## src/rtl/tank_sprite_fetch.sv

```systemverilog
// -----------------------------------------------------------------------------
// tank_sprite_fetch
//
// Upstream address-generation and compositing stage for the tank sprite
// ROM/palette block. Each draw coordinate is mapped onto a 32x32 up-facing
// tank sprite. The sprite is rotated by transforming the ROM address, so all
// four facing directions read from one ROM. The returned colour is realigned
// with the ROM latency, and the block emits a registered pixel plus an opaque
// flag for the frame compositor.
//
// Tank position, direction, alive and enemy are latched on frame_start.
// A whole frame therefore renders from one consistent snapshot.
//
// Optional feature macro: TANK_SPAWN_BLINK_EN
//   When defined, a spawn pulse starts a BLINK_FRAMES-long blink. During the
//   blink the tank is hidden in every frame where counter bit 3 is set, which
//   gives 8 frames on and 8 frames off. When undefined, spawn is ignored.
//
// Ports:
//   clk                    in   pixel clock
//   reset_n                in   asynchronous active-low reset
//   frame_start            in   one-cycle pulse at start of vertical blank
//   pix_valid              in   draw_x/draw_y is an active-video pixel
//   draw_x, draw_y         in   current pixel column / row (10b)
//   tank_x, tank_y         in   tank top-left, sampled on frame_start (10b)
//   tank_dir               in   0=up 1=right 2=down 3=left, sampled on frame_start
//   tank_alive             in   draw enable, sampled on frame_start
//   tank_enemy             in   palette select, sampled on frame_start
//   spawn                  in   blink start pulse (blink build only)
//   rom_address            out  registered sprite ROM address (ADDR_W)
//   enemy                  out  latched palette select to the ROM block
//   rom_red/green/blue     in   colour returned by the ROM block (4b each)
//   out_valid              out  delayed pix_valid
//   out_opaque             out  tank pixel present and not KEY_RGB
//   out_red/green/blue     out  tank colour, 0 when not opaque (4b each)
// -----------------------------------------------------------------------------
module tank_sprite_fetch #(
   parameter int          SPRITE_SIZE  = 32,
   parameter int          ADDR_W       = 10,
   parameter int          ROM_LAT      = 1,
   parameter logic [11:0] KEY_RGB      = 12'h000,
   parameter int          BLINK_FRAMES = 120
) (
   input  logic              clk,
   input  logic              reset_n,
   input  logic              frame_start,
   input  logic              pix_valid,
   input  logic [9:0]        draw_x,
   input  logic [9:0]        draw_y,
   input  logic [9:0]        tank_x,
   input  logic [9:0]        tank_y,
   input  logic [1:0]        tank_dir,
   input  logic              tank_alive,
   input  logic              tank_enemy,
   input  logic              spawn,
   output logic [ADDR_W-1:0] rom_address,
   output logic              enemy,
   input  logic [3:0]        rom_red,
   input  logic [3:0]        rom_green,
   input  logic [3:0]        rom_blue,
   output logic              out_valid,
   output logic              out_opaque,
   output logic [3:0]        out_red,
   output logic [3:0]        out_green,
   output logic [3:0]        out_blue
);

   localparam int             LW = $clog2(SPRITE_SIZE);
   localparam logic [LW-1:0]  M  = LW'(SPRITE_SIZE - 1);

   // Per-frame snapshot of the tank state.
   logic [9:0]    x_r;
   logic [9:0]    y_r;
   logic [1:0]    dir_r;
   logic          alive_r;
   logic          blink_hide_s;

   // Stage A signals.
   logic [10:0]   dx_s;
   logic [10:0]   dy_s;
   logic [LW-1:0] lx_s;
   logic [LW-1:0] ly_s;
   logic [LW-1:0] row_s;
   logic [LW-1:0] col_s;
   logic          hit_s;

   // Hit/valid delay line. Index 0 is the stage registered together with
   // rom_address. Index ROM_LAT lines up with the ROM data.
   logic [ROM_LAT:0] hit_sr_r;
   logic [ROM_LAT:0] valid_sr_r;

   logic [11:0]   rom_rgb_s;
   logic          opaque_s;

`ifdef TANK_SPAWN_BLINK_EN
   logic [6:0] blink_cnt_r;
   logic [6:0] blink_cnt_next_s;

   // Blink counter next value: spawn load wins over the per-frame decrement.
   always_comb begin
      blink_cnt_next_s = blink_cnt_r;
      if (spawn) begin
         blink_cnt_next_s = 7'(BLINK_FRAMES);
      end else if (frame_start && (blink_cnt_r != 7'd0)) begin
         blink_cnt_next_s = blink_cnt_r - 7'd1;
      end else begin
         blink_cnt_next_s = blink_cnt_r;
      end
   end

   // Blink counter register.
   always_ff @(posedge clk or negedge reset_n) begin
      if (!reset_n) begin
         blink_cnt_r <= 7'd0;
      end else begin
         blink_cnt_r <= blink_cnt_next_s;
      end
   end

   // Visibility is decided from the count that the new frame starts with.
   assign blink_hide_s = (blink_cnt_next_s != 7'd0) & blink_cnt_next_s[3];
`else
   logic spawn_unused_s;
   localparam int blink_frames_unused = BLINK_FRAMES;
   assign spawn_unused_s = spawn;
   assign blink_hide_s   = 1'b0;
`endif

   // Tank state snapshot, taken once per frame.
   always_ff @(posedge clk or negedge reset_n) begin
      if (!reset_n) begin
         x_r     <= 10'd0;
         y_r     <= 10'd0;
         dir_r   <= 2'd0;
         alive_r <= 1'b0;
         enemy   <= 1'b0;
      end else if (frame_start) begin
         x_r     <= tank_x;
         y_r     <= tank_y;
         dir_r   <= tank_dir;
         alive_r <= tank_alive & ~blink_hide_s;
         enemy   <= tank_enemy;
      end
   end

   // The differences are 11 bits wide, so a pixel left of or above the tank
   // sets bit 10 and can never alias into the sprite. No wrap at x = 1023.
   assign dx_s = {1'b0, draw_x} - {1'b0, x_r};
   assign dy_s = {1'b0, draw_y} - {1'b0, y_r};
   assign lx_s = dx_s[LW-1:0];
   assign ly_s = dy_s[LW-1:0];
   assign hit_s = pix_valid & alive_r
                & (dx_s[10:LW] == {(11-LW){1'b0}})
                & (dy_s[10:LW] == {(11-LW){1'b0}});

   // Rotation of the up-facing sprite via row/column remapping.
   always_comb begin
      row_s = ly_s;
      col_s = lx_s;
      case (dir_r)
         2'd0: begin row_s = ly_s;        col_s = lx_s;        end
         2'd1: begin row_s = M - lx_s;    col_s = ly_s;        end
         2'd2: begin row_s = M - ly_s;    col_s = M - lx_s;    end
         2'd3: begin row_s = lx_s;        col_s = M - ly_s;    end
         default: begin row_s = ly_s;     col_s = lx_s;        end
      endcase
   end

   // ROM address: holds its last value on non-hit pixels to avoid toggling.
   always_ff @(posedge clk or negedge reset_n) begin
      if (!reset_n) begin
         rom_address <= {ADDR_W{1'b0}};
      end else if (hit_s) begin
         rom_address <= ADDR_W'({row_s, col_s});
      end
   end

   // Hit/valid delay line matching the ROM read latency.
   always_ff @(posedge clk or negedge reset_n) begin
      if (!reset_n) begin
         hit_sr_r   <= {(ROM_LAT+1){1'b0}};
         valid_sr_r <= {(ROM_LAT+1){1'b0}};
      end else begin
         hit_sr_r[0]   <= hit_s;
         valid_sr_r[0] <= pix_valid;
         for (int i = 1; i <= ROM_LAT; i++) begin
            hit_sr_r[i]   <= hit_sr_r[i-1];
            valid_sr_r[i] <= valid_sr_r[i-1];
         end
      end
   end

   assign rom_rgb_s = {rom_red, rom_green, rom_blue};
   assign opaque_s  = hit_sr_r[ROM_LAT] & (rom_rgb_s != KEY_RGB);

   // Registered compositor outputs. Colour is zeroed unless opaque.
   always_ff @(posedge clk or negedge reset_n) begin
      if (!reset_n) begin
         out_valid  <= 1'b0;
         out_opaque <= 1'b0;
         out_red    <= 4'd0;
         out_green  <= 4'd0;
         out_blue   <= 4'd0;
      end else begin
         out_valid  <= valid_sr_r[ROM_LAT];
         out_opaque <= opaque_s;
         out_red    <= opaque_s ? rom_red   : 4'd0;
         out_green  <= opaque_s ? rom_green : 4'd0;
         out_blue   <= opaque_s ? rom_blue  : 4'd0;
      end
   end

endmodule

```

## config.mk

```make
export PLATFORM = sky130hd
export DESIGN_NAME = tank_sprite_fetch
export DESIGN_NICKNAME = d
export VERILOG_FILES = /design/src/rtl/tank_sprite_fetch.sv
export SDC_FILE = /design/constraint.sdc
export NUM_CORES = 1
export LEC_CHECK = 0
export BUFFER_PORTS_ARGS = -buffer_cell sky130_fd_sc_hd__buf_2
export CAP_MARGIN = 20
export CORE_MARGIN = 4
export CORE_UTILIZATION = 48
export DETAILED_ROUTE_END_ITERATION = 10
export PLACE_DENSITY = 0.81
export SYNTH_ARGS = -nofsm -noshare
export SYNTH_HDL_FRONTEND = slang
export SYNTH_SLANG_ARGS = --single-unit
```

## constraint.sdc

```tcl
create_clock -name clk -period 2.7 [get_ports clk]
set_input_delay 0 -clock clk [delete_from_list [all_inputs] [get_ports clk]]
set_output_delay 0 -clock clk [all_outputs]
set_load 0.05 [all_outputs]
```

# Yosys cells after proc, flatten, opt, wreduce, memory -nomap -nowiden
# Index checks and enable logic that the tools add are counted.
[op_classes] n_shift=0 n_lt_le_gt_ge=0 reduce_logical=4 mul=0 n_eq_ne=3 muxes=5 n_div=0 n_bitwise=4 n_addsub=4
[op_table] operator="one-hot mux 5 bit (4 select lines)" n=2
[op_table] operator="subtractor 10 x 10 -> 11 bit" n=2
[op_table] operator="logical NOT 6 bit" n=2
[op_table] operator="2-to-1 mux 4 bit" n=3
[op_table] operator="nonzero test 12 bit" n=1
[op_table] operator="subtractor 5 bit (first input constant)" n=2
[op_table] operator="AND 1 bit" n=4
[op_table] operator="== test 2 bit (second input constant)" n=2
[op_table] operator="== test 2 x 1 -> 1 bit (second input constant)" n=1
[op_table] operator="logical NOT 2 bit" n=1
[totals] ramBits=0 elab_cells=33 rom_bits=0 reg_bits=52 inputBits=61 latchBits=0 memories=0

# Longest topological paths before layout
# Gate-level depths: netlist (run 1).
[depth] ltp_word=4 depth_mapped=10 mapped_depth_nobuf=10

# Least setup slack after synthesis (run 1)
# No wires, ideal clock.
[synth_timing] kind="register -> register" start="reg x_r[6]" end="reg rom_address[0]" arrival_ps=2740 required_time_ps=2575 slack_ps=-165 period_less_slack_ps=2865 path_stages_with_launch=10 path_cell_list="dfrtp_1 -> inv_1 -> ha_1 -> o21ai_0 -> and3b_1 -> or4_1 -> nor4b_2 -> o2111ai_1 -> nor4_4 -> mux2_2"
[synth_via] elab_chain_cells=4
[synth_rtl] element="from (decl)" line="72" rtl="logic [9:0] x_r;"
[synth_rtl] element="from (signal assigned)" line="138" rtl="x_r <= tank_x;"
[synth_rtl] element="subtractor 10 x 10 -> 11 bit" line="148" rtl="assign dx_s = {1'b0, draw_x} - {1'b0, x_r};"
[synth_rtl] element="logical NOT 6 bit" line="153" rtl="& (dx_s[10:LW] == {(11-LW){1'b0}})"
[synth_rtl] element="AND 1 bit" line="153"
[synth_rtl] element="AND 1 bit" line="154" rtl="& (dy_s[10:LW] == {(11-LW){1'b0}});"
[synth_rtl] element="to (signal assigned)" line="172" rtl="rom_address <= {ADDR_W{1'b0}};"
[synth_rtl] element="to (signal assigned)" line="174" rtl="rom_address <= ADDR_W'({row_s, col_s});"
[synth_rtl] element="to (decl)" line="56" rtl="output logic [ADDR_W-1:0] rom_address,"
# Every way passes these cells.
# A chain may end at the register's enable or synchronous reset.

# Worst setup path after layout (run 1)
[layout_timing] start="reg x_r[6]" end="reg rom_address[7]"
# Same word-level chain as after synthesis.

==> summary.txt, run 1 <==
STA
  – Tmin final: 2.827 ns
  – RSZ-0062 raised after global routing: true
  – Slew HR: 49.08%
  – Tightest Pin Transition: 0.7637 ns
  – Post-Route Skew: 0.006551 ns
  – Fmax: 0.3537 GHz
  – Endpoints failing hold: 0
  – Fin crit share: 104.7%
  – Final Slew Violations: 0
  – Fin worst setup slack: -0.1273 ns
  – Endpoints failing setup: 10

Floorplanning
  – Initial core utilization: 49.29%
  – CORE AREA: 6314 sq um
  – Row Count: 29
  – Chip width: 88.52 microns
  – Die Ht: 88.52 microns
  – Io pins: 86
  – Die ar.: 7835 sq um

Hold path
  – Hold path start: draw_y[8]
  – Hold/Removal Path Class: in2reg

Clock network
  – CTS tree: done
  – Clk slew on worst S/H paths: 0.11 ns
  – Clock sink total: 52
  – Worst skew pair latency: 0.31 ns
  – H-tree levels: 2
  – Buffer type at the clock tree root: clkbuf_8
  – CTS Buf Count: 5
  – Deepest clock path buffer count: 2

Status
  – Failing checks: setup timing
  – Outcome: finished, violations left

Flow run
  – Reported max-cap violation count: 0

Final layout
  – Non-filler cells, final: 549
  – FILL cells: 452
  – Share of cells above drive strength 1: 37.50%
  – Fin nets: 554
  – Synthesis-to-finish area growth: 47.04%
  – ANT cells: 0
  – Util after Layout: 72.47%

Worst setup path
  – Crit path required time: 2.90 ns
  – Worst endpoint data arrival time: 3.02 ns
  – RR Startpoint: x_r[6]$_DFFE_PN0P_
  – Critical-path cell with the highest stage delay: dfrtp_1
  – Worst Setup SP: x_r[6]$_DFFE_PN0P_
  – Critical path, cell by cell: inv_2 -> ha_4 -> a21o_2 -> a2111oi_4 -> a21oi_2 -> mux2_2 -> a211o_1 -> nor4_4 -> buf_4 -> clkbuf_16 -> mux2_4
  – Crit path launch type: flip-flop
  – Max stage delay on crit path: 0.39 ns
  – Worst Path Max Fanout: 5
  – Crit path capture type: flip-flop
  – Crit path kind: reg2reg

Yosys
  – Synth cell types: 49
  – Post-Syn Nets: 397
  – Register area share after synthesis: 41.82%
  – Syn_area_per_cell: 9.910 sq um
  – Post-synthesis cell count: 314
  – Yosys reg bits: 52
  – Number of synthesized flops with an enable pin: 0
  – Ys Warns: 0
  – Cell Area, Synth: 3112 sq um
  – Top_reg_cell synth: dfrtp_1
  – Ys async rst share: 100.0%

Power and ir drop
  – Switching Power: 698.7 uW
  – Cell leakage power: 2.263 nW
  – Clock Power Share: 22.9%
  – Worst vdd rail ir drop: 0.0002881 V
  – Net switching fraction of the power: 33.37%
  – Sequential power share: 40.1%
  – Cell Int Power: 1.395 mW
  – P per Cell Area: 457.7 nW/um^2
  – Combinational share of power: 37.1%

Detailed routing
  – DR WL/cell: 14.92 microns
  – First-pass DRT Iterations: 5
  – Routed WL: 8.191 mm
  – Routed vias/inst: 5.184
  – Residual DRC: 0
  – Vias: 2846
  – 1st-iter DRT viols: 171
  – Antenna viol nets, final: 0

GRT
  – Initial antenna violation count: 0
  – First-pass GRT wire length: 12.87 mm
  – Largest net degree at the start of global routing: 44
  – Gr usage total: 20.54%
  – Vias in the first global route: 2860
  – GR Overflow Total: 0

Placed design
  – Port Buffer Count: 84
  – HPWL Detailed: 5.547 mm
  – Inst Count DP: 494
  – GP Congestion: 0.9434
## cells in the mapped netlist, types with 2 or more instances
cell / number / area [sq um]
a2111oi_0: 2 / 17.52
a211o_1: 2 / 17.52
a21o_1: 3 / 22.52
a21oi_1: 14 / 70.07
a31oi_1: 3 / 18.77
and2_1: 13 / 81.33
clkbuf_1: 7 / 26.28
dfrtp_1: 52 / 1301
fa_1: 2 / 40.04
ha_1: 20 / 250.2
inv_1: 27 / 101.4
mux2_2: 17 / 191.4
mux2i_1: 8 / 80.08
nand2_1: 27 / 101.4
nand2b_1: 5 / 31.28
nand3_1: 2 / 10.01
nor2_1: 11 / 41.29
nor2b_1: 8 / 50.05
nor3_1: 2 / 10.01
nor3b_1: 2 / 15.01
nor4_1: 5 / 31.28
o2111ai_1: 3 / 26.28
o211ai_1: 2 / 15.01
o21a_1: 4 / 30.03
o21ai_0: 28 / 140.1
o31a_1: 3 / 26.28
or2_2: 4 / 25.02
xnor2_1: 10 / 87.58
xor2_1: 8 / 70.07
## kinds of logic (layout without fill, tap and decap cells)
group                    Yosys count  after routing  share of synthesized area (%)
buffers and inverters             35            193                          4.343
adder cells (fa/ha/maj)           22             22                          9.329
AND/OR/NAND/NOR                   91             91                          16.45
AO/OA/AOI/OAI                     71             71                          14.27
XOR/XNOR                          18             18                          5.066
flip-flops                        52             52                          41.82
multiplexers                      25             25                          8.725
## power by group through the flow
stage | logic [mW] | clock network [mW] | registers (mW)
2_1_floorplan | 0.437 | 0 | 0.850
3_3_place_gp | 0.639 | 0 | 0.852
3_5_place_dp | 0.654 | 0 | 0.854
4_1_cts | 0.713 | 0.497 | 0.839
5_1_grt | 0.862 | 0.529 | 0.843
6_report | 0.776 | 0.479 | 0.839
## worst max-delay path: cells and delay by family, from the launching register on
kind | cells | cell delay (ns)
compound gates | 4 | 0.92
mux | 2 | 0.59
fa+ha+maj | 1 | 0.21
flops | 1 | 0.39
simple gates | 1 | 0.21
buf+inv | 3 | 0.41
## sequential cells by signal (all words and copies together), names as in the netlist
register     flops
enemy            1
dir_r            2
out_green        4
out_red          4
y_r             10
valid_sr_r       2
out_opaque       1
hit_sr_r         2
out_valid        1
x_r             10
rom_address     10
alive_r          1
out_blue         4
## placed cells by master, fill, tap and decap left out, types with 3 or more instances in the layout
| cell | netlist | routed |
|---|---|---|
| buf_2 | 0 | 84 |
| dfrtp_1 | 52 | 52 |
| dlygate4sd3_1 | 0 | 38 |
| buf_4 | 1 | 34 |
| nand2_1 | 27 | 27 |
| o21ai_0 | 28 | 26 |
| inv_1 | 27 | 23 |
| ha_1 | 20 | 14 |
| and2_1 | 13 | 13 |
| a21oi_1 | 14 | 12 |
| nor2_1 | 11 | 11 |
| xnor2_1 | 10 | 10 |
| mux2_4 | 0 | 10 |
| xor2_1 | 8 | 8 |
| nor2b_1 | 8 | 7 |
| mux2_2 | 17 | 7 |
| mux2i_1 | 8 | 6 |
| ha_4 | 0 | 6 |
| nand2b_1 | 5 | 5 |
| clkbuf_8 | 0 | 5 |
| inv_2 | 0 | 4 |
| nor4_1 | 5 | 4 |
| or2_2 | 4 | 4 |
| o21a_1 | 4 | 4 |
| o31a_1 | 3 | 3 |
| a21o_1 | 3 | 3 |
## path summary, 6_finish.rpt
kind                       cells after the start                          to  slack [ns]
max                                           11  rom_address[7]$_DFFE_PN0P_       -0.13
min                                            4       hit_sr_r[0]$_DFF_PN0_        0.22
max reg2reg                                   11  rom_address[7]$_DFFE_PN0P_       -0.13
min reg2reg                                    0       hit_sr_r[1]$_DFF_PN0_        0.36
max in group asynchronous                      3          y_r[0]$_DFFE_PN0P_        1.65
min in group asynchronous                      2           enemy$_DFFE_PN0P_        0.30
## routing by layer
metal	track usage, %	part of all wire [%]	vias to the layer above
met3	2.793	4.8	10
met4	4.258	1.2	0
met1	25.94	43	1344
met2	37.46	51	86
li1	-	-	1406
met5	0	0	-
## repair_timing
action,in CTS,in global routing
gates cloned,0,1
gates resized for setup,9,21
hold endpoints to repair,72,0
endpoints found under the setup margin,11,11
pin swaps,0,7
setup buffers,0,8
hold buffers,38,0
## final cells by class
type	count	area, sq um	area share, %
clock inverter	3	27.53	0.6016
timing repair buffer	158	1101	24.06
tap	77	96.34	2.106
inverter	27	101.3	2.215
multi-input combinational	227	1879	41.07
sequential	52	1301	28.44
clock buffer	5	68.82	1.504
## stage by stage
stage	TNS, ns	worst slack (ns)	total power, mW	area [sq um]	hold slack (ns)
after floorplan	-0.9340	-0.09836	1.288	3186	-0.2956
after global placement	-0.2737	-0.03152	1.491	3884	0.1017
after detailed placement	-0.9668	-0.1109	1.508	3884	0.1055
after CTS	-0.6450	-0.07630	2.049	4387	0.2105
after global routing	-2.770	-0.2911	2.234	4576	0.2227
final	-0.9618	-0.1273	2.094	4576	0.2174
No activity file was read; power rests on OpenSTA's default activity.
==> run 2: changes to the inputs <==
--- a/config.mk
+++ b/config.mk
@@ -5,12 +5,15 @@
 export SDC_FILE = /design/constraint.sdc
 export NUM_CORES = 1
 export LEC_CHECK = 0
+export ABC_AREA = 1
 export BUFFER_PORTS_ARGS = -buffer_cell sky130_fd_sc_hd__buf_2
 export CAP_MARGIN = 20
+export CELL_PAD_IN_SITES_DETAIL_PLACEMENT = 0
+export CELL_PAD_IN_SITES_GLOBAL_PLACEMENT = 1
 export CORE_MARGIN = 4
-export CORE_UTILIZATION = 48
+export CORE_UTILIZATION = 38
 export DETAILED_ROUTE_END_ITERATION = 10
-export PLACE_DENSITY = 0.81
+export PLACE_DENSITY = 0.84
 export SYNTH_ARGS = -nofsm -noshare
 export SYNTH_HDL_FRONTEND = slang
 export SYNTH_SLANG_ARGS = --single-unit
==> constraint.sdc (replaced) <==
create_clock -name clk -period 3.21 [get_ports clk]
set_input_delay 0 -clock clk [delete_from_list [all_inputs] [get_ports clk]]
set_output_delay 0 -clock clk [all_outputs]
set_load 0.05 [all_outputs]
==> run 2 against run 1 <==
Register-to-register slack improved by 1.1 ns. The run now ends clean. Area after synthesis increased by 12%. First-iteration DRC count decreased by 58%. Critical path type unchanged. Fmax increased by 24%. Sequential cell count unchanged.
==> summary.txt, run 2 <==
Floorplanning
  – CORE AREA: 8848 sq um (+40%)
  – Initial core utilization: 39.45% (-9.8 points)
  – Chip width: 103.8 microns (+17%)
  – Io pins: 86 (unchanged)
  – Die Ht: 103.8 microns (+17%)
  – Die ar.: 10780 sq um (+38%)
  – Row Count: 34 (+17%)

Yosys
  – Ys Warns: 0 (unchanged)
  – Syn_area_per_cell: 7.095 sq um (-28%)
  – Cell Area, Synth: 3491 sq um (+12%)
  – Post-synthesis cell count: 492 (+57%)
  – Ys async rst share: 100.0% (unchanged)
  – Synth top area cells: dfrtp_1 37%, nand2_1 17%, inv_1 10%
  – Register area share after synthesis: 37.28% (-4.5 points)
  – Count leader, synth: nand2_1
  – Post-synth top area share: 37.28% (-4.5 points)
  – Yosys reg bits: 52 (unchanged)
  – Top_reg_cell synth: dfrtp_1
  – Top cell types by occurrence after synthesis: 159 x nand2_1, 94 x inv_1, 52 x dfrtp_1
  – Yosys top cell by area: dfrtp_1
  – Synth cell types: 29 (-41%)
  – Number of synthesized flops with an enable pin: 0 (unchanged)
  – Post-Syn Nets: 575 (+45%)

Final layout
  – Commonest non-fill, non-tap cells in the layout: 159 x nand2_1, 94 x inv_1, 84 x buf_2
  – Storage element area: 1301 sq um (unchanged)
  – FILL cells: 878 (+94%)
  – Fin nets: 695 (+25%)
  – Final Cell Area: 4494 sq um (-1.8%)
  – ANT cells: 0 (unchanged)
  – Synthesis-to-finish area growth: 28.75%
  – Most common cell after layout, fill and taps aside: nand2_1
  – Multi-input logic area: 1762 sq um (-6.3%)
  – Share of cells above drive strength 1: 20.07% (-17 points)
  – Top Registers: rom_address (10), x_r (10), y_r (10)

STA
  – Tightest Pin Transition: 0.7181 ns (-0.04564 ns)
  – Endpoints failing hold: 0 (unchanged)
  – Setup TNS: 0 ns (+0.9618 ns)
  – RSZ-0062 raised after global routing: false
  – Fmax: 0.4403 GHz (+24%)
  – Fin crit share: 70.76% (-34 points)
  – Slew HR: 52.13% (+3.0 points)
  – Tmin final: 2.271 ns (-0.5561 ns)
  – Final Slew Violations: 0 (unchanged)
  – Endpoints failing setup: 0 (-10)
  – Post-Route Skew: 0.005523 ns (-0.001028 ns)

Power and ir drop
  – Net switching fraction of the power: 36.39% (+3.0 points)
  – Combinational share of power: 35.0% (-2.1 points)
  – Switching Power: 622.2 uW (-11%)
  – Sequential power share: 41.3% (+1.2 points)
  – Clock Power Share: 23.8% (+0.9 points)
  – Cell Int Power: 1.088 mW (-22%)
  – P per Cell Area: 380.4 nW/um^2 (-17%)
  – Worst vdd rail ir drop: 0.0001732 V (-40%)
  – Cell leakage power: 2.642 nW (+17%)

Clock network
  – Clk slew on worst S/H paths: 0.10 ns (about the same)
  – H-tree levels: 2 (unchanged)
  – Worst skew pair latency: 0.31 ns (about the same)
  – Deepest clock path buffer count: 2 (unchanged)
  – Cts repair resizes: 0 (-9)
  – Buffer type at the clock tree root: clkbuf_8
  – CTS Buf Count: 5 (unchanged)
  – Clock sink total: 52 (unchanged)
  – CTS tree: done
  – Setup Fix Bufs, Post-CTS: 0 (unchanged)

GRT
  – Gr usage total: 15.98% (-4.6 points)
  – Met3 Use GR: 3.607% (+0.81 points)
  – Vias in the first global route: 3290 (+15%)
  – Met2 Usage GRT: 27.53% (-9.9 points)
  – First-pass GRT wire length: 14.67 mm (+14%)
  – Met1 usage: 20.20% (-5.7 points)
  – GR Overflow Total: 0 (unchanged)
  – Gr busiest metal: met2
  – Initial antenna violation count: 0 (unchanged)
  – Largest net degree at the start of global routing: 49 (+11%)

Worst setup path
  – Crit path capture type: flip-flop
  – Reg2reg setup slack: 0.94 ns (+1.07 ns)
  – Worst endpoint data arrival time: 2.48 ns (-0.54 ns)
  – Crit path launch type: flip-flop
  – Worst Path Max Fanout: 7 (+2)
  – Crit path required time: 3.42 ns (+0.52 ns)
  – Crit path kind: reg2reg

Placed design
  – HPWL Detailed: 6.288 mm (+13%)
  – GP Congestion: 0.8289 (-12%)
  – Placed cell area: 3998 sq um (+2.9%)
  – Port Buffer Count: 84 (unchanged)

Detailed routing
  – Routed WL: 8.158 mm (-0.40%)
  – Routed vias/inst: 4.574 (-12%)
  – DR WL/cell: 11.31 microns (-24%)
  – Vias: 3298 (+16%)
  – Residual DRC: 0 (unchanged)
  – Antenna viol nets, final: 0 (unchanged)
  – 1st-iter DRT viols: 71 (-58%)
  – First-pass DRT Iterations: 4 (-1)

Hold path
  – Hold/Removal Path Class: in2async

Flow run
  – Reported max-cap violation count: 0 (unchanged)

Status
  – Outcome: finished clean
run 2: cell types whose count changed after synthesis, moves of 7 or more:
cell	previous run	this run
nor2b_1	8	0
inv_1	27	94
nand2_2	0	7
and2_1	13	0
a21oi_1	14	7
nand2_1	27	159
mux2_2	17	4
mux2i_1	8	0
nand3_1	2	28
nor2_1	11	34
run 2: worst max-delay path, cell delays in order (launching register included):
cell and delay (ns):
dfrtp_1 0.39, ha_1 0.21, fa_1 0.40, inv_1 0.10, nand3_1 0.11, nand2_4 0.12
nand2_1 0.07, nand3_1 0.10, nand2_1 0.06, nor2_1 0.09, nand2_1 0.09, nor2_4 0.20
nand2_4 0.10, nand2_1 0.08, nand2_1 0.04
run 2: power groups by stage:
| stage | Clock [mW] | Combinational, mW | Sequential (mW) |
|---|---|---|---|
| final | 0.407 | 0.598 | 0.706 |
| after CTS | 0.431 | 0.603 | 0.706 |
| after global routing | 0.452 | 0.695 | 0.710 |
| after floorplan | 0 | 0.416 | 0.723 |
| after global placement | 0 | 0.556 | 0.717 |
| after detailed placement | 0 | 0.565 | 0.719 |
run 2: cells by family after synthesis:
| family | synth area share (%) |
|---|---|
| adders and majority gates | 8.315 |
| xor gates and xnor gates | 3.262 |
| DFF | 37.28 |
| and+or+nand+nor | 31.47 |
| AOI/OAI and AO/OA | 6.129 |
| buffers and inverters | 12.26 |
| muxes | 1.290 |
run 2: routing by layer:
metal	up-vias	wire length, microns
met5	-	0
met4	0	91
met3	9	426
met2	86	3836
met1	1471	3804
li1	1732	-
run 2: cell type report:
class | count | area share, %
Clock inverter | 3 | 0.6125
Sequential cell | 52 | 28.95
Clock buffer | 5 | 1.531
Timing Repair Buffer | 124 | 18.43
Tap cell | 108 | 3.007
Multi-Input combinational cell | 330 | 39.20
Inverter | 99 | 8.268
run 2: final timing paths:
path / start / depth (start not counted) / to
min reg2reg: valid_sr_r[0]$_DFF_PN0_ / 0 / valid_sr_r[1]$_DFF_PN0_
min: reset_n / 2 / out_green[2]$_DFF_PN0_
min in group clk: frame_start / 3 / x_r[5]$_DFFE_PN0P_
max reg2reg: x_r[0]$_DFFE_PN0P_ / 14 / rom_address[4]$_DFFE_PN0P_
max in group asynchronous: reset_n / 4 / y_r[6]$_DFFE_PN0P_
max: x_r[0]$_DFFE_PN0P_ / 14 / rom_address[4]$_DFFE_PN0P_
run 2: timing repair:
action,CTS,global route
endpoints found under the setup margin,0,0
endpoints found under the hold margin,84,0
hold buffers,38,0
run 2: through the flow:
step / worst slack (ns) / total power, mW / cells / util, % / hold WS [ns]
global placement: 0.9691 / 1.273 / 674 / 45.18 / 0.1226
detailed placement: 0.9120 / 1.284 / 674 / 45.18 / 0.1289
floorplan: 1.165 / 1.139 / 492 / - / -0.2956
finish: 0.9387 / 1.710 / 721 / 50.79 / 0.1577
global route: 0.6510 / 1.857 / 721 / 50.79 / 0.1986
CTS: 0.8792 / 1.740 / 720 / 50.57 / 0.2671
